$ cat config.mk
export PLATFORM = sky130hd
export DESIGN_NAME = mips_multicycle_ctrl_flat
export DESIGN_NICKNAME = d
export VERILOG_FILES = /design/src/rtl/mips_mc_pkg.sv /design/src/rtl/mips_multicycle_ctrl_if.sv /design/src/rtl/mips_mc_op_decoder.sv /design/src/rtl/mips_multicycle_ctrl.sv /design/src/flat_wrapper.sv
export SDC_FILE = /design/constraint.sdc
export NUM_CORES = 1
export LEC_CHECK = 0
export ABC_AREA = 1
export CAP_MARGIN = 40
export CORE_UTILIZATION = 42
export DETAILED_ROUTE_END_ITERATION = 10
export HOLD_SLACK_MARGIN = 0.15
export PLACE_DENSITY = 0.84
export SLEW_MARGIN = 20
export SYNTH_ARGS = -nofsm -noshare
export SYNTH_HDL_FRONTEND = slang
export SYNTH_SLANG_ARGS = --single-unit
$ cat constraint.sdc
create_clock -name clk -period 1.5 [get_ports clk]
set_clock_uncertainty 0.15 [all_clocks]
set_input_delay 0.3 -clock clk [delete_from_list [all_inputs] [get_ports clk]]
set_output_delay 0.3 -clock clk [all_outputs]
set_load 0.005 [all_outputs]
$ cat src/rtl/mips_mc_pkg.sv
// rtl/mips_mc_pkg.sv - shared types and encodings for the multicycle MIPS control unit
package mips_mc_pkg;

  // Control sequencer states
  typedef enum logic [3:0] {
    S_FETCH,
    S_DECODE,
    S_MEM_ADDR,
    S_MEM_RD,
    S_MEM_WB,
    S_MEM_WR,
    S_EXEC_R,
    S_EXEC_I,
    S_ALU_WB,
    S_BRANCH,
    S_JUMP,
    S_JAL,
    S_JR,
    S_TRAP
  } state_t;

  // Instruction classes produced by the opcode decoder
  typedef enum logic [3:0] {
    CLS_RTYPE,
    CLS_JR,
    CLS_LW,
    CLS_SW,
    CLS_ADDI,
    CLS_ANDI,
    CLS_BEQ,
    CLS_J,
    CLS_JAL,
    CLS_ILLEGAL
  } instr_cls_t;

  // Opcode and funct field values
  localparam logic [5:0] OP_RTYPE = 6'b000000;
  localparam logic [5:0] OP_LW    = 6'b100011;
  localparam logic [5:0] OP_SW    = 6'b101011;
  localparam logic [5:0] OP_ADDI  = 6'b001000;
  localparam logic [5:0] OP_ANDI  = 6'b001100;
  localparam logic [5:0] OP_BEQ   = 6'b000100;
  localparam logic [5:0] OP_J     = 6'b000010;
  localparam logic [5:0] OP_JAL   = 6'b000011;
  localparam logic [5:0] FN_JR    = 6'b001000;

  // alu_op codes
  localparam logic [1:0] ALU_ADD   = 2'b00;
  localparam logic [1:0] ALU_SUB   = 2'b01;
  localparam logic [1:0] ALU_FUNCT = 2'b10;
  localparam logic [1:0] ALU_AND   = 2'b11;

  // alu_src_b codes
  localparam logic [1:0] SRCB_B      = 2'b00;
  localparam logic [1:0] SRCB_FOUR   = 2'b01;
  localparam logic [1:0] SRCB_IMM    = 2'b10;
  localparam logic [1:0] SRCB_IMM_SH = 2'b11;

  // pc_source codes
  localparam logic [1:0] PCSRC_ALU    = 2'b00;
  localparam logic [1:0] PCSRC_ALUOUT = 2'b01;
  localparam logic [1:0] PCSRC_JUMP   = 2'b10;
  localparam logic [1:0] PCSRC_REG    = 2'b11;

  // reg_dst codes
  localparam logic [1:0] RDST_RT = 2'b00;
  localparam logic [1:0] RDST_RD = 2'b01;
  localparam logic [1:0] RDST_RA = 2'b10;

  // mem_to_reg codes
  localparam logic [1:0] M2R_ALU = 2'b00;
  localparam logic [1:0] M2R_MDR = 2'b01;
  localparam logic [1:0] M2R_PC  = 2'b10;

endpackage

$ cat src/rtl/mips_multicycle_ctrl_if.sv
// rtl/mips_multicycle_ctrl_if.sv - IR fields, memory handshake and datapath controls
interface mips_multicycle_ctrl_if #(
  parameter int OP_W    = 6,
  parameter int FUNCT_W = 6,
  parameter int ALUOP_W = 2
);
  logic [OP_W-1:0]    op_code;
  logic [FUNCT_W-1:0] funct;
  logic               mem_ready;
  logic               pc_write;
  logic               pc_write_cond;
  logic               iord;
  logic               mem_read;
  logic               mem_write;
  logic               ir_write;
  logic [1:0]         reg_dst;
  logic [1:0]         mem_to_reg;
  logic               reg_write;
  logic               alu_src_a;
  logic [1:0]         alu_src_b;
  logic [ALUOP_W-1:0] alu_op;
  logic [1:0]         pc_source;
  logic               illegal_op;
  logic               instr_done;

  // Control unit side
  modport slave (
    input  op_code, funct, mem_ready,
    output pc_write, pc_write_cond, iord, mem_read, mem_write, ir_write,
           reg_dst, mem_to_reg, reg_write, alu_src_a, alu_src_b, alu_op,
           pc_source, illegal_op, instr_done
  );

  // Datapath side
  modport master (
    output op_code, funct, mem_ready,
    input  pc_write, pc_write_cond, iord, mem_read, mem_write, ir_write,
           reg_dst, mem_to_reg, reg_write, alu_src_a, alu_src_b, alu_op,
           pc_source, illegal_op, instr_done
  );
endinterface

$ cat src/rtl/mips_mc_op_decoder.sv
// rtl/mips_mc_op_decoder.sv - opcode/funct to instruction class (jal/jr gated by MIPS_MC_JAL_JR_EN)
module mips_mc_op_decoder
  import mips_mc_pkg::*;
#(
  parameter int OP_W    = 6,
  parameter int FUNCT_W = 6
) (
  input  logic [OP_W-1:0]    i_op_code,
  input  logic [FUNCT_W-1:0] i_funct,
  output instr_cls_t         o_cls
);

  logic w_op_rtype;
  assign w_op_rtype = (i_op_code == OP_W'(OP_RTYPE));

`ifdef MIPS_MC_JAL_JR_EN
  logic w_fn_jr;
  assign w_fn_jr = (i_funct == FUNCT_W'(FN_JR));
`else
  // Without jr support funct plays no part in sequencing
  logic w_unused_funct;
  assign w_unused_funct = ^i_funct;
`endif

  // Classify the instruction; anything unrecognised is illegal
  always_comb begin
    o_cls = CLS_ILLEGAL;
    if (w_op_rtype) begin
`ifdef MIPS_MC_JAL_JR_EN
      o_cls = w_fn_jr ? CLS_JR : CLS_RTYPE;
`else
      o_cls = CLS_RTYPE;
`endif
    end
    else if (i_op_code == OP_W'(OP_LW))   o_cls = CLS_LW;
    else if (i_op_code == OP_W'(OP_SW))   o_cls = CLS_SW;
    else if (i_op_code == OP_W'(OP_ADDI)) o_cls = CLS_ADDI;
    else if (i_op_code == OP_W'(OP_ANDI)) o_cls = CLS_ANDI;
    else if (i_op_code == OP_W'(OP_BEQ))  o_cls = CLS_BEQ;
    else if (i_op_code == OP_W'(OP_J))    o_cls = CLS_J;
`ifdef MIPS_MC_JAL_JR_EN
    else if (i_op_code == OP_W'(OP_JAL))  o_cls = CLS_JAL;
`endif
  end

endmodule

$ cat src/rtl/mips_multicycle_ctrl.sv
// rtl/mips_multicycle_ctrl.sv - multicycle MIPS control FSM (jal/jr enabled by MIPS_MC_JAL_JR_EN)
module mips_multicycle_ctrl
  import mips_mc_pkg::*;
#(
  parameter int OP_W    = 6,
  parameter int FUNCT_W = 6,
  parameter int ALUOP_W = 2
) (
  input logic                   clk,
  input logic                   rst_n,
  mips_multicycle_ctrl_if.slave bus
);

  state_t     r_state;
  state_t     w_next;
  instr_cls_t r_cls;
  instr_cls_t w_cls;

  logic       w_pc_write, w_pc_write_cond, w_iord, w_mem_read, w_mem_write;
  logic       w_ir_write, w_reg_write, w_alu_src_a, w_illegal_op, w_instr_done;
  logic [1:0] w_reg_dst, w_mem_to_reg, w_alu_src_b, w_alu_op, w_pc_source;

  mips_mc_op_decoder #(
    .OP_W    (OP_W),
    .FUNCT_W (FUNCT_W)
  ) u_dec (
    .i_op_code (bus.op_code),
    .i_funct   (bus.funct),
    .o_cls     (w_cls)
  );

  // State register; the class is captured in DECODE so later states do not depend on the IR
  always_ff @(posedge clk or negedge rst_n) begin
    if (!rst_n) begin
      r_state <= S_FETCH;
      r_cls   <= CLS_ILLEGAL;
    end else begin
      r_state <= w_next;
      if (r_state == S_DECODE) r_cls <= w_cls;
    end
  end

  // Next state and Moore outputs; mem_ready only qualifies the three memory wait states
  always_comb begin
    w_next          = r_state;
    w_pc_write      = 1'b0;
    w_pc_write_cond = 1'b0;
    w_iord          = 1'b0;
    w_mem_read      = 1'b0;
    w_mem_write     = 1'b0;
    w_ir_write      = 1'b0;
    w_reg_write     = 1'b0;
    w_alu_src_a     = 1'b0;
    w_illegal_op    = 1'b0;
    w_instr_done    = 1'b0;
    w_reg_dst       = RDST_RT;
    w_mem_to_reg    = M2R_ALU;
    w_alu_src_b     = SRCB_B;
    w_alu_op        = ALU_ADD;
    w_pc_source     = PCSRC_ALU;
    case (r_state)
      S_FETCH: begin
        w_mem_read  = 1'b1;
        w_alu_src_b = SRCB_FOUR;
        if (bus.mem_ready) begin
          w_ir_write = 1'b1;
          w_pc_write = 1'b1;
          w_next     = S_DECODE;
        end
      end
      S_DECODE: begin
        w_alu_src_b = SRCB_IMM_SH;
        case (w_cls)
          CLS_RTYPE:          w_next = S_EXEC_R;
          CLS_LW, CLS_SW:     w_next = S_MEM_ADDR;
          CLS_ADDI, CLS_ANDI: w_next = S_EXEC_I;
          CLS_BEQ:            w_next = S_BRANCH;
          CLS_J:              w_next = S_JUMP;
`ifdef MIPS_MC_JAL_JR_EN
          CLS_JAL:            w_next = S_JAL;
          CLS_JR:             w_next = S_JR;
`endif
          default:            w_next = S_TRAP;
        endcase
      end
      S_MEM_ADDR: begin
        w_alu_src_a = 1'b1;
        w_alu_src_b = SRCB_IMM;
        w_next      = (r_cls == CLS_LW) ? S_MEM_RD : S_MEM_WR;
      end
      S_MEM_RD: begin
        w_mem_read = 1'b1;
        w_iord     = 1'b1;
        if (bus.mem_ready) w_next = S_MEM_WB;
      end
      S_MEM_WB: begin
        w_reg_write  = 1'b1;
        w_mem_to_reg = M2R_MDR;
        w_instr_done = 1'b1;
        w_next       = S_FETCH;
      end
      S_MEM_WR: begin
        w_mem_write = 1'b1;
        w_iord      = 1'b1;
        if (bus.mem_ready) begin
          w_instr_done = 1'b1;
          w_next       = S_FETCH;
        end
      end
      S_EXEC_R: begin
        w_alu_src_a = 1'b1;
        w_alu_src_b = SRCB_B;
        w_alu_op    = ALU_FUNCT;
        w_next      = S_ALU_WB;
      end
      S_EXEC_I: begin
        w_alu_src_a = 1'b1;
        w_alu_src_b = SRCB_IMM;
        w_alu_op    = (r_cls == CLS_ANDI) ? ALU_AND : ALU_ADD;
        w_next      = S_ALU_WB;
      end
      S_ALU_WB: begin
        w_reg_write  = 1'b1;
        w_reg_dst    = (r_cls == CLS_RTYPE) ? RDST_RD : RDST_RT;
        w_instr_done = 1'b1;
        w_next       = S_FETCH;
      end
      S_BRANCH: begin
        w_alu_src_a     = 1'b1;
        w_alu_op        = ALU_SUB;
        w_pc_write_cond = 1'b1;
        w_pc_source     = PCSRC_ALUOUT;
        w_instr_done    = 1'b1;
        w_next          = S_FETCH;
      end
      S_JUMP: begin
        w_pc_write   = 1'b1;
        w_pc_source  = PCSRC_JUMP;
        w_instr_done = 1'b1;
        w_next       = S_FETCH;
      end
`ifdef MIPS_MC_JAL_JR_EN
      S_JAL: begin
        // PC already holds PC+4 from FETCH, so it is the link value
        w_pc_write   = 1'b1;
        w_pc_source  = PCSRC_JUMP;
        w_reg_write  = 1'b1;
        w_reg_dst    = RDST_RA;
        w_mem_to_reg = M2R_PC;
        w_instr_done = 1'b1;
        w_next       = S_FETCH;
      end
      S_JR: begin
        w_pc_write   = 1'b1;
        w_pc_source  = PCSRC_REG;
        w_instr_done = 1'b1;
        w_next       = S_FETCH;
      end
`endif
      S_TRAP: begin
        w_illegal_op = 1'b1;
        w_instr_done = 1'b1;
        w_next       = S_FETCH;
      end
      default: w_next = S_FETCH;
    endcase
    // Reset blanks every control immediately, including the FETCH defaults
    if (!rst_n) begin
      w_pc_write      = 1'b0;
      w_pc_write_cond = 1'b0;
      w_iord          = 1'b0;
      w_mem_read      = 1'b0;
      w_mem_write     = 1'b0;
      w_ir_write      = 1'b0;
      w_reg_write     = 1'b0;
      w_alu_src_a     = 1'b0;
      w_illegal_op    = 1'b0;
      w_instr_done    = 1'b0;
      w_reg_dst       = 2'b00;
      w_mem_to_reg    = 2'b00;
      w_alu_src_b     = 2'b00;
      w_alu_op        = 2'b00;
      w_pc_source     = 2'b00;
    end
  end

  assign bus.pc_write      = w_pc_write;
  assign bus.pc_write_cond = w_pc_write_cond;
  assign bus.iord          = w_iord;
  assign bus.mem_read      = w_mem_read;
  assign bus.mem_write     = w_mem_write;
  assign bus.ir_write      = w_ir_write;
  assign bus.reg_dst       = w_reg_dst;
  assign bus.mem_to_reg    = w_mem_to_reg;
  assign bus.reg_write     = w_reg_write;
  assign bus.alu_src_a     = w_alu_src_a;
  assign bus.alu_src_b     = w_alu_src_b;
  assign bus.alu_op        = ALUOP_W'(w_alu_op);
  assign bus.pc_source     = w_pc_source;
  assign bus.illegal_op    = w_illegal_op;
  assign bus.instr_done    = w_instr_done;

endmodule

$ cat src/flat_wrapper.sv
// flat-port wrapper written by rule: the top's interface ports become plain ports
module mips_multicycle_ctrl_flat import mips_mc_pkg::*;
#(
  parameter int OP_W    = 6,
  parameter int FUNCT_W = 6,
  parameter int ALUOP_W = 2
)
  (clk, rst_n, bus_op_code, bus_funct, bus_mem_ready, bus_pc_write, bus_pc_write_cond, bus_iord, bus_mem_read, bus_mem_write, bus_ir_write, bus_reg_dst, bus_mem_to_reg, bus_reg_write, bus_alu_src_a, bus_alu_src_b, bus_alu_op, bus_pc_source, bus_illegal_op, bus_instr_done);
  mips_multicycle_ctrl_if #(.OP_W(OP_W), .FUNCT_W(FUNCT_W), .ALUOP_W(ALUOP_W)) bus_i ();
  input logic clk;
  input logic rst_n;
  input wire logic [$bits(bus_i.op_code)-1:0] bus_op_code;
  input wire logic [$bits(bus_i.funct)-1:0] bus_funct;
  input wire logic [$bits(bus_i.mem_ready)-1:0] bus_mem_ready;
  output wire logic [$bits(bus_i.pc_write)-1:0] bus_pc_write;
  output wire logic [$bits(bus_i.pc_write_cond)-1:0] bus_pc_write_cond;
  output wire logic [$bits(bus_i.iord)-1:0] bus_iord;
  output wire logic [$bits(bus_i.mem_read)-1:0] bus_mem_read;
  output wire logic [$bits(bus_i.mem_write)-1:0] bus_mem_write;
  output wire logic [$bits(bus_i.ir_write)-1:0] bus_ir_write;
  output wire logic [$bits(bus_i.reg_dst)-1:0] bus_reg_dst;
  output wire logic [$bits(bus_i.mem_to_reg)-1:0] bus_mem_to_reg;
  output wire logic [$bits(bus_i.reg_write)-1:0] bus_reg_write;
  output wire logic [$bits(bus_i.alu_src_a)-1:0] bus_alu_src_a;
  output wire logic [$bits(bus_i.alu_src_b)-1:0] bus_alu_src_b;
  output wire logic [$bits(bus_i.alu_op)-1:0] bus_alu_op;
  output wire logic [$bits(bus_i.pc_source)-1:0] bus_pc_source;
  output wire logic [$bits(bus_i.illegal_op)-1:0] bus_illegal_op;
  output wire logic [$bits(bus_i.instr_done)-1:0] bus_instr_done;
  assign bus_i.op_code = bus_op_code;
  assign bus_i.funct = bus_funct;
  assign bus_i.mem_ready = bus_mem_ready;
  assign bus_pc_write = bus_i.pc_write;
  assign bus_pc_write_cond = bus_i.pc_write_cond;
  assign bus_iord = bus_i.iord;
  assign bus_mem_read = bus_i.mem_read;
  assign bus_mem_write = bus_i.mem_write;
  assign bus_ir_write = bus_i.ir_write;
  assign bus_reg_dst = bus_i.reg_dst;
  assign bus_mem_to_reg = bus_i.mem_to_reg;
  assign bus_reg_write = bus_i.reg_write;
  assign bus_alu_src_a = bus_i.alu_src_a;
  assign bus_alu_src_b = bus_i.alu_src_b;
  assign bus_alu_op = bus_i.alu_op;
  assign bus_pc_source = bus_i.pc_source;
  assign bus_illegal_op = bus_i.illegal_op;
  assign bus_instr_done = bus_i.instr_done;
  mips_multicycle_ctrl #(.OP_W(OP_W), .FUNCT_W(FUNCT_W), .ALUOP_W(ALUOP_W)) u_core (.clk(clk), .rst_n(rst_n), .bus(bus_i));
endmodule
==> results.sh, run 1 <==
export IMPL_status="did not finish"
export IMPL_haltStage="global routing (5_1_grt)"
export IMPL_firstError="[ERROR GRT-0232] Routing congestion too high. Check the congestion heatmap in the GUI."
export IMPL_dpl_cell_area_sq_um=1330
export IMPL_ys_ff_latch=8
export IMPL_gp_congestion=0.852
export IMPL_clock_path_buffers=2
export IMPL_grt_max_degree=9
export IMPL_row_count=15
export IMPL_synth_cell_types=28
export IMPL_syn_inst=126
export IMPL_h_tree_depth=1
export IMPL_ys_seq_area_share_pct=24.8
export IMPL_yosysTopAreaCellShare_pct=18.4
export IMPL_dp_hpwl_mm=2.07
export IMPL_endpoint_type="primary output"
export IMPL_track_usage_pct=65.2
export IMPL_overflow=26
export IMPL_ios=35
export IMPL_fp_dieW_microns=46.1
export IMPL_numCtsBuffers=3
export IMPL_syn_avg_cell_area_sq_um=6.48
export IMPL_syn_area_sq_um=817
export IMPL_clock_tree_root_cell="clkbuf_4"
export IMPL_yosys_top_cells_area="dfrtp_1 (18%), nand2_1 (14%), nor2_1 (8.3%)"
export IMPL_synth_area_leader_cell="dfrtp_1"
export IMPL_initial_core_util_pct=45.8
export IMPL_clock_sinks=8
export IMPL_ys_warn_count=0
export IMPL_grt_worst_setup_endpoint="bus_alu_src_b[1]"
export IMPL_die_h_microns=46.1
export IMPL_io_buffers=26
## timing repair
item | in CTS
setup endpoints to repair | 21
cloned | 1
resized for setup | 105
hold buffers | 1
pin swaps | 17
hold endpoints to repair | 6
buffers inserted | 17
## cells by family after synthesis
logic type             Yosys count  synth area share [%]
buffers and inverters           26                  14.9
and+or+nand+nor                 72                  44.4
DFF                              8                  24.8
AOI/OAI and AO/OA               19                  15.5
other                            1                 0.459
## through the flow
step                TNS (ns)  instances  setup WS [ns]
floorplan                  0        127         0.0160
global placement      -13.19        207         -0.773
detailed placement    -14.41        207         -0.861
CTS                    -6.39        229         -0.431
## per-layer routing
metal  global-route usage (%)  overflow
met1                     62.5         1
met2                     84.5        13
met3                     41.6         0
met4                     78.8        12
met5                     5.71         0
## synthesized netlist by cell type (all sizes together)
master  instances
inv            21
buf             4
nor2           25
o221ai          1
a31oi           2
conb            1
nor3            2
o21ai           4
o22ai           1
dfstp           2
o32ai           1
a41oi           1
nand3          10
nand2          31
a21oi           7
clkinv          1
o21a            1
dfrtp           6
nand4           4
o211ai          1
==> run 2: changes to the inputs <==
--- a/config.mk
+++ b/config.mk
@@ -7,10 +7,10 @@
 export LEC_CHECK = 0
 export ABC_AREA = 1
 export CAP_MARGIN = 40
-export CORE_UTILIZATION = 42
+export CORE_AREA = 2 2 63 65
 export DETAILED_ROUTE_END_ITERATION = 10
-export HOLD_SLACK_MARGIN = 0.15
-export PLACE_DENSITY = 0.84
+export DIE_AREA = 0 0 65 67
+export PLACE_DENSITY_LB_ADDON = 0.15
 export SLEW_MARGIN = 20
 export SYNTH_ARGS = -nofsm -noshare
 export SYNTH_HDL_FRONTEND = slang
==> run 2 against run 1 <==
  * Area after synthesis stayed put
  * The flow now finishes, with violations (setup timing)
  * Synthesized cell count did not move
==> results.sh, run 2 <==
export IMPL_powerDensity_nw_per_um2=1520
export IMPL_cp_cell_sequence="inv_4, buf_12, nor2_4, buf_4, nand2_2, a41oi_2, buf_2"
export IMPL_syn_inst=126
export IMPL_cts_clk_slew_worst_paths_ns=0.05
export IMPL_ir_drop_mv=0.669
export IMPL_initial_core_util_pct=22.7
export IMPL_maxSlewViolCount=0
export IMPL_critPathBufInv=4
export IMPL_synth_edf_count=0
export IMPL_violations="setup timing"
export IMPL_cp_data_required_time_ns=1.05
export IMPL_ys_warn_count=0
export IMPL_cts_tree="yes"
export IMPL_synth_top_flop_cell="dfrtp_1"
export IMPL_yosysTopAreaCellShare_pct=18.4
export IMPL_clock_fmax_ghz=0.515
export IMPL_syn_area_sq_um=817
export IMPL_layout_commonest_cell="buf_4"
export IMPL_yosys_top_cells_area="dfrtp_1 (18%), nand2_1 (14%), nor2_1 (8.3%)"
export IMPL_synth_cell_types=28
export IMPL_track_usage_pct=15.6
export IMPL_drive_above_1_share_pct=69.7
export IMPL_grt_pass1_vias=1144
export IMPL_fin_ws_ns=-0.441
export IMPL_reg_top3="u_core.r_cls: 4 flops, u_core.r_state: 4 flops"
export IMPL_setup_violations=20
export IMPL_maxCapViolCount=0
export IMPL_numCtsBuffers=3
export IMPL_fp_dieW_microns=65
export IMPL_status="finished with violations"
export IMPL_layout_nets=234
export IMPL_area_growth_synth_to_final_pct=127
export IMPL_endpoint_kind="output pin"
export IMPL_crit_arrival_ns=1.49
export IMPL_overflow=0
export IMPL_crit_type="flip-flop to output pin"
export IMPL_crit_start="u_core.r_state[1]$_DFFE_PN0P_"
export IMPL_ys_ff_latch=8
export IMPL_io_buffers=26
export IMPL_grt_pass1_wl_mm=5.21
export IMPL_die_h_microns=67
export IMPL_first_iter_violations=52
export IMPL_final_cells=266
export IMPL_fp_dieArea_sq_um=4360
export IMPL_p_leak_nw=0.923
export IMPL_ys_seq_area_share_pct=24.8
export IMPL_multi_input_area_sq_um=722
export IMPL_vias_per_cell=4.33
export IMPL_fin_crit_sh_pct=129
export IMPL_synth_most_common_cell="nand2_1"
export IMPL_wirelength_mm=3.21
export IMPL_seqCellArea_sq_um=206
export IMPL_power_mw=2.81
export IMPL_place_worst_setup_slack_ns=-0.855
export IMPL_grt_max_degree=9
export IMPL_row_count=22
export IMPL_synth_area_leader_cell="dfrtp_1"
export IMPL_dp_hpwl_mm=2.20
export IMPL_clock_tree_root_cell="clkbuf_8"
export IMPL_postLayoutCoreUtil_pct=51.4
export IMPL_gp_congestion=0.800
export IMPL_cpMaxStageDelayCell="dfrtp_2"
export IMPL_rsz0062_at_grt="true"
export IMPL_yosys_top_cells_count="nand2_1 (30), nor2_1 (18), inv_1 (16)"
export IMPL_path_delay_family="buffers and inverters"
export IMPL_drtAntennaViolNets=0
export IMPL_syn_avg_cell_area_sq_um=6.48
export IMPL_vias=1153
export IMPL_ios=35
export IMPL_hold_viol=0
export IMPL_fp_coreArea_sq_um=3610
export IMPL_r2r_start="u_core.r_state[3]$_DFFE_PN0P_"
export IMPL_slowest_delay_ns=0.44
export IMPL_final_cell_mix="buf_4 (48), buf_2 (18), nand2_1 (17), buf_6 (16)"
export IMPL_route_detailed_drc=0
export IMPL_fillers=348
export IMPL_placedCellCount=237
export IMPL_fin_crit_ns=1.94
export IMPL_routedWlPerCell_microns=12.1
export IMPL_min_path_type="primary input to async pin"
export IMPL_crit_fanout=4
export IMPL_clock_path_buffers=2
export IMPL_drtPass1Iterations=4
export IMPL_diodes=0
export IMPL_clk_latency_ns=0.24
export IMPL_clock_sinks=8
export IMPL_timing_critical_path_from_type="flip-flop"
export IMPL_antenna_found_initial=0
export IMPL_async_flop_share_pct=100
export IMPL_h_tree_depth=1
run 2: final timing paths:
| check | slack [ns] | end | cells after the start |
|---|---|---|---|
| setup / recovery | -0.44 | bus_instr_done | 7 |
| hold / removal | 0.20 | u_core.r_state[3]$_DFFE_PN0P_ | 2 |
| setup reg to reg | -0.09 | u_core.r_state[2]$_DFFE_PN0P_ | 10 |
| hold reg to reg | 0.34 | u_core.r_cls[3]$_DFFE_PN1P_ | 2 |
| max in group asynchronous | 0.74 | u_core.r_cls[0]$_DFFE_PN1P_ | 2 |
| min in group clk | 0.34 | u_core.r_cls[3]$_DFFE_PN1P_ | 2 |
run 2: worst register-to-register path, stage by stage (launching register included):
cell and delay (ns):
dfrtp_1 0.41, buf_6 0.14, nor2_4 0.12, buf_6 0.14
nand3_4 0.08, buf_6 0.13, buf_6 0.11, nand3_4 0.05
nand2_2 0.05, nand2_1 0.06, nand2_1 0.05
run 2: kinds of logic after synthesis:
| logic type | after synthesis | synth area share (%) |
|---|---|---|
| simple gates | 72 | 44.4 |
| buf+inv | 26 | 14.9 |
| compound gates | 19 | 15.5 |
| flops | 8 | 24.8 |
| other cells | 1 | 0.459 |
run 2: power by group:
| part | internal (mW) | switching (mW) | total (mW) | leakage (nW) |
|---|---|---|---|---|
| clock | 0.186 | 0.103 | 0.289 | 0.0228 |
| combinational | 1.10 | 0.963 | 2.06 | 0.808 |
| sequential | 0.333 | 0.128 | 0.462 | 0.0926 |
run 2: layout make-up:
| cell class | count | share of cell area [%] |
|---|---|---|
| repair buffers | 91 | 39.0 |
| clock buffers | 4 | 2.43 |
| inverters | 22 | 5.27 |
| multi-input cells | 93 | 39.0 |
| flip-flops and latches | 8 | 11.1 |
| well taps | 48 | 3.24 |
run 2: routing by layer:
layer	global-route usage (%)	vias to the layer above	wire length, microns
met1	18.3	537	1300
li1	-	588	-
met5	0	-	0
met3	3.72	6	140
met4	3.99	0	48
met2	28.4	22	1720
run 2: stage by stage:
| step | setup TNS, ns | hold WS, ns | area, sq um |
|---|---|---|---|
| floorplan | 0 | -0.146 | 821 |
| global placement | -15.08 | 0.333 | 1410 |
| detailed placement | -15.57 | 0.336 | 1410 |
| CTS | -5.80 | 0.106 | 1700 |
| global route | -7.34 | 0.214 | 1850 |
| finish | -5.84 | 0.203 | 1850 |
run 2: what timing repair did:
item                       4_1_cts  5_1_grt
resized for setup              141       23
pin swaps                       27       14
setup buffers                   19        9
hold buffers                     0        0
setup endpoints to repair       25       24
cloned                           0        0
Note: power is estimated with default switching activity, not from simulation.
==> run 3: changes to the inputs <==
==> constraint.sdc (replaced) <==
create_clock -name clk -period 1.5 [get_ports clk]
set_clock_uncertainty 0.15 [all_clocks]
set_input_delay 0.3 -clock clk [delete_from_list [all_inputs] [get_ports clk]]
set_output_delay 0.3 -clock clk [all_outputs]
set_load 0.1 [all_outputs]
==> run 3 against run 2 <==
  * The flow still finishes with violations (setup timing)
  * Worst hold slack got worse by 0.086 ns
  * Flip-flop and latch count unchanged
  * Sequential share of layout area decreased by 1.8 points
  * Critical path type unchanged
  * Core utilization increased by 9.9 points
  * Register-to-register slack improved by 0.05 ns
  * Non-clock buffer count decreased by 13
  * Setup slack got worse by 0.062 ns
  * Highest routed layer unchanged
  * Clock power decreased by 3%
  * Final cell count decreased by 4.9%
  * Global-route usage decreased by 0.23 points
==> results.sh, run 3 (synthesized netlist as in run 2, its figures left out) <==
export IMPL_status="finished with violations"
export IMPL_violations="setup timing"
export IMPL_route_detailed_drc=0
export IMPL_drive_above_1_share_pct=71.7
export IMPL_p_leak_nw=0.970
export IMPL_postLayoutCoreUtil_pct=61.2
export IMPL_path_delay_family="flip-flops"
export IMPL_routedWlPerCell_microns=12.3
export IMPL_powerDensity_nw_per_um2=1760
export IMPL_cts_clk_slew_worst_paths_ns=0.05
export IMPL_wl_met1_mm=1.15
export IMPL_rrSetupSlack_ns=-0.04
export IMPL_final_cells=253
export IMPL_dp_hpwl_mm=2.37
export IMPL_reg_top3="u_core.r_cls: 4 flops, u_core.r_state: 4 flops"
export IMPL_setup_violations=20
export IMPL_clock_tree_root_cell="clkbuf_8"
export IMPL_diodes=0
export IMPL_antenna_found_initial=0
export IMPL_placedCellCount=238
export IMPL_first_iter_violations=19
export IMPL_layout_nets=221
export IMPL_h_tree_depth=1
export IMPL_fp_dieW_microns=65
export IMPL_clock_fmax_ghz=0.499
export IMPL_layout_commonest_cell="buf_4"
export IMPL_clock_path_buffers=2
export IMPL_ir_drop_mv=0.532
export IMPL_initial_core_util_pct=22.7
export IMPL_fp_dieArea_sq_um=4360
export IMPL_rsz0062_at_grt="true"
export IMPL_cts_tree="yes"
export IMPL_wl_met2_mm=1.82
export IMPL_fillers=315
export IMPL_slowest_delay_ns=0.45
export IMPL_hold_viol=0
export IMPL_postCtsHoldBufs=0
export IMPL_vias=1123
export IMPL_maxSlewViolCount=0
export IMPL_maxCapViolCount=0
export IMPL_clk_latency_ns=0.24
export IMPL_fin_ws_ns=-0.503
export IMPL_timing_critical_path_from_type="flip-flop"
export IMPL_gp_congestion=0.807
export IMPL_grt_pass1_vias=1131
export IMPL_vias_per_cell=4.44
export IMPL_drtPass1Iterations=4
export IMPL_cp_common_cell="buf_12"
export IMPL_track_usage_pct=15.4
export IMPL_grt_pass1_wl_mm=5.09
export IMPL_endpoint_kind="output pin"
export IMPL_power_mw=3.90
export IMPL_clock_sinks=8
export IMPL_area_growth_synth_to_final_pct=170
export IMPL_fp_coreArea_sq_um=3610
export IMPL_critPathBufInv=2
export IMPL_met3_length_microns=81
export IMPL_fin_crit_ns=2.00
export IMPL_crit_type="flip-flop to output pin"
export IMPL_crit_arrival_ns=1.55
export IMPL_final_cell_mix="buf_4 (35), buf_12 (22), nand2_1 (15), nor2_4 (14), buf_6 (12)"
export IMPL_holdWs_ns=0.117
export IMPL_overflow=0
export IMPL_top_layer="met4"
export IMPL_grt_max_degree=10
export IMPL_cp_data_required_time_ns=1.05
export IMPL_numCtsBuffers=3
export IMPL_wirelength_mm=3.11
export IMPL_row_count=22
export IMPL_cp_cell_sequence="nand2_4, buf_12, nor2_4, nand2_2, a41oi_4, buf_12"
export IMPL_min_path_type="primary input to async pin"
export IMPL_ios=35
export IMPL_drtAntennaViolNets=0
export IMPL_fin_crit_sh_pct=134
export IMPL_cpMaxStageDelayCell="dfrtp_2"
export IMPL_io_buffers=26
export IMPL_crit_fanout=4
export IMPL_die_h_microns=67
run 3: changes by cell type in the layout (fill, tap and decap cells not counted), moves of 3 or more:
cell,delta
buf_2,-18
dlygate4sd2_1,-3
buf_4,-13
buf_12,+21
dlymetal6s2s_1,+3
nor2_1,-6
a21oi_4,+4
a21oi_2,-5
buf_6,-4
nor2_4,+6
run 3: report_power, final:
group | internal, mW | switching [mW] | total (mW) | leakage [nW]
sequential | 0.334 | 0.127 | 0.462 | 0.0926
clock | 0.185 | 0.0937 | 0.279 | 0.0228
combinational | 1.40 | 1.75 | 3.16 | 0.855
total | 1.92 | 1.97 | 3.90 | 0.970
run 3: final timing paths:
path,endpoint,startpoint,cells after the start
max in group asynchronous,u_core.r_cls[0]$_DFFE_PN1P_,rst_n,2
max,bus_instr_done,u_core.r_state[2]$_DFFE_PN0P_,6
min,u_core.r_state[0]$_DFFE_PN0P_,rst_n,2
min in group clk,u_core.r_cls[1]$_DFFE_PN0P_,u_core.r_cls[1]$_DFFE_PN0P_,2
min reg2reg,u_core.r_cls[1]$_DFFE_PN0P_,u_core.r_cls[1]$_DFFE_PN0P_,2
max reg2reg,u_core.r_state[2]$_DFFE_PN0P_,u_core.r_state[3]$_DFFE_PN0P_,10
run 3: final cells by class:
| cell class | instances | area (sq um) | share of cell area (%) |
|---|---|---|---|
| sequential | 8 | 206 | 9.35 |
| tap | 48 | 60.1 | 2.72 |
| multi-input combinational | 93 | 862 | 39.0 |
| timing repair buffer | 78 | 936 | 42.4 |
| clock buffer | 4 | 45.0 | 2.04 |
| inverter | 22 | 98.8 | 4.48 |
run 3: stage by stage:
step	instance area, sq um	worst slack [ns]	TNS, ns
4_1_cts	2040	-0.502	-8.05
3_3_place_gp	1880	-0.570	-10.09
6_report	2210	-0.503	-7.85
2_1_floorplan	1060	-0.556	-7.24
5_1_grt	2210	-0.558	-9.11
3_5_place_dp	1880	-0.590	-10.66
run 3: what timing repair did:
action	4_1_cts	5_1_grt
gates resized for setup	38	29
pin swaps	24	17
endpoints found under the setup margin	26	26
setup buffers	6	8
run 3: routing by layer:
layer / vias to the layer above / global-route usage, %
met4: 0 / 7.18
li1: 569 / -
met1: 525 / 15.7
met3: 5 / 0.676
met2: 24 / 31.7
met5: - / 0
==> run 4: changes to the inputs <==
==> constraint.sdc (replaced) <==
create_clock -name clk -period 1.63 [get_ports clk]
set_clock_uncertainty 0.15 [all_clocks]
set_input_delay 0.326 -clock clk [delete_from_list [all_inputs] [get_ports clk]]
set_output_delay 0.326 -clock clk [all_outputs]
set_load 0.1 [all_outputs]
==> run 4 against run 3 <==
  * The run still ends with setup timing left
  * Global-route usage decreased by 1.8 points
  * Design area decreased by 7.1%
  * Register-to-register slack improved by 0.13 ns
  * Total power decreased by 16%
  * Sequential power decreased by 8.4%
  * Core utilization decreased by 4.3 points
==> results.sh, run 4 (synthesized netlist as in run 2, its figures left out) <==
export IMPL_layout_commonest_cell="buf_4"
export IMPL_fp_dieW_microns=65
export IMPL_power_frac_seq_pct=13.0
export IMPL_clock_tree_root_cell="clkbuf_8"
export IMPL_clock_path_buffers=2
export IMPL_route_detailed_drc=0
export IMPL_combPwrFrac_pct=79.3
export IMPL_placedCellCount=237
export IMPL_fillers=331
export IMPL_dpl_cell_area_sq_um=1870
export IMPL_reg_top3="u_core.r_cls: 4 flops, u_core.r_state: 4 flops"
export IMPL_seqCellArea_sq_um=206
export IMPL_grt_pass1_wl_mm=4.65
export IMPL_cts_tree="yes"
export IMPL_powerDensity_nw_per_um2=1590
export IMPL_place_worst_setup_slack_ns=-0.506
export IMPL_layout_nets=212
export IMPL_power_mw=3.26
export IMPL_postCtsHoldBufs=0
export IMPL_r2r_cells=8
export IMPL_maxCapViolCount=0
export IMPL_final_cell_mix="buf_4 (34), buf_12 (22), nand2_1 (19), nor2_4 (12), inv_1 (9)"
export IMPL_fp_dieArea_sq_um=4360
export IMPL_overflow=0
export IMPL_dp_hpwl_mm=2.33
export IMPL_timing_critical_path_from_type="flip-flop"
export IMPL_clk_latency_ns=0.23
export IMPL_use_met3_pct=0.845
export IMPL_die_h_microns=67
export IMPL_fin_crit_sh_pct=124
export IMPL_power_internal_mw=1.57
export IMPL_drtAntennaViolNets=0
export IMPL_setup_violations=18
export IMPL_cpMaxStageDelayCell="dfrtp_2"
export IMPL_vias=1085
export IMPL_area_growth_synth_to_final_pct=151
export IMPL_grt_pass1_vias=1138
export IMPL_slowest_delay_ns=0.45
export IMPL_crit_arrival_ns=1.54
export IMPL_routedWlPerCell_microns=11.6
export IMPL_clock_fmax_ghz=0.496
export IMPL_io_buffers=26
export IMPL_cp_cell_sequence="nor2_2, buf_4, nand2_4, o221ai_4, buf_12"
export IMPL_initial_core_util_pct=22.7
export IMPL_antenna_found_initial=0
export IMPL_multi_input_area_sq_um=805
export IMPL_row_count=22
export IMPL_clock_sinks=8
export IMPL_gp_congestion=0.834
export IMPL_cts_clk_slew_worst_paths_ns=0.05
export IMPL_final_area_sq_um=2050
export IMPL_drive_above_1_share_pct=66.8
export IMPL_busiest_layer="met2"
export IMPL_grt_max_degree=10
export IMPL_hold_viol=0
export IMPL_status="finished with violations"
export IMPL_diodes=0
export IMPL_h_tree_depth=1
export IMPL_ir_drop_mv=0.499
export IMPL_grtUsageMet2_pct=27.6
export IMPL_min_path_type="primary input to async pin"
export IMPL_track_usage_pct=13.6
export IMPL_drtPass1Iterations=4
export IMPL_vias_per_cell=4.45
export IMPL_p_leak_nw=0.900
export IMPL_fin_crit_ns=2.02
export IMPL_fin_ws_ns=-0.386
export IMPL_first_iter_violations=15
export IMPL_maxSlewViolCount=0
export IMPL_crit_type="flip-flop to output pin"
export IMPL_numCtsBuffers=3
export IMPL_final_cells=244
export IMPL_fp_coreArea_sq_um=3610
export IMPL_violations="setup timing"
export IMPL_power_switching_mw=1.69
export IMPL_rsz0062_at_grt="true"
export IMPL_ios=35
export IMPL_crit_fanout=5
export IMPL_use_met1_pct=14.3
export IMPL_endpoint_kind="output pin"
export IMPL_p_sw_share_pct=51.9
export IMPL_wirelength_mm=2.83
export IMPL_final_setup_tns_ns=-5.67
export IMPL_cp_data_required_time_ns=1.15
export IMPL_p_clk_share_pct=7.7
export IMPL_holdWs_ns=0.147
export IMPL_postLayoutCoreUtil_pct=56.9
## run 4: repair_timing
action / 4_1_cts / 5_1_grt
buffers inserted: 1 / 2
setup endpoints to repair: 22 / 23
resized for setup: 24 / 18
pin swaps: 13 / 10
## run 4: path summary, 6_finish.rpt
check,startpoint,slack [ns],to
min in group clk,u_core.r_cls[3]$_DFFE_PN1P_,0.34,u_core.r_cls[3]$_DFFE_PN1P_
setup / recovery,u_core.r_state[2]$_DFFE_PN0P_,-0.39,bus_alu_src_a
max in group asynchronous,rst_n,0.96,u_core.r_cls[0]$_DFFE_PN1P_
setup reg to reg,u_core.r_state[0]$_DFFE_PN0P_,0.09,u_core.r_state[2]$_DFFE_PN0P_
hold reg to reg,u_core.r_cls[3]$_DFFE_PN1P_,0.34,u_core.r_cls[3]$_DFFE_PN1P_
hold / removal,rst_n,0.15,u_core.r_state[0]$_DFFE_PN0P_
## run 4: layer usage
layer	share of wire [%]	up-vias	wire, microns
li1	-	549	-
met1	38	509	1090
met2	57	23	1610
met3	3.3	4	93
met4	1.5	0	42
met5	0	-	0
## run 4: layout make-up
cell class                 instances  area share (%)
tap                               48            2.93
clock buffer                       4            2.20
sequential                         8            10.1
multi-input combinational         93            39.2
inverter                          22            4.82
timing repair buffer              69            40.8
## run 4: power groups by stage
stage | sequential (mW) | clock (mW) | combinational, mW
floorplan | 0.365 | 0 | 1.51
global route | 0.437 | 0.271 | 2.74
finish | 0.423 | 0.250 | 2.58
global placement | 0.409 | 0 | 2.42
CTS | 0.421 | 0.254 | 2.52
detailed placement | 0.414 | 0 | 2.43
## run 4: critical path, delay by kind of cell, from the launching register on
family	cells	cell delay, ns
DFF	1	0.45
buffers and inverters	2	0.36
and+or+nand+nor	2	0.29
AOI/OAI and AO/OA	1	0.21
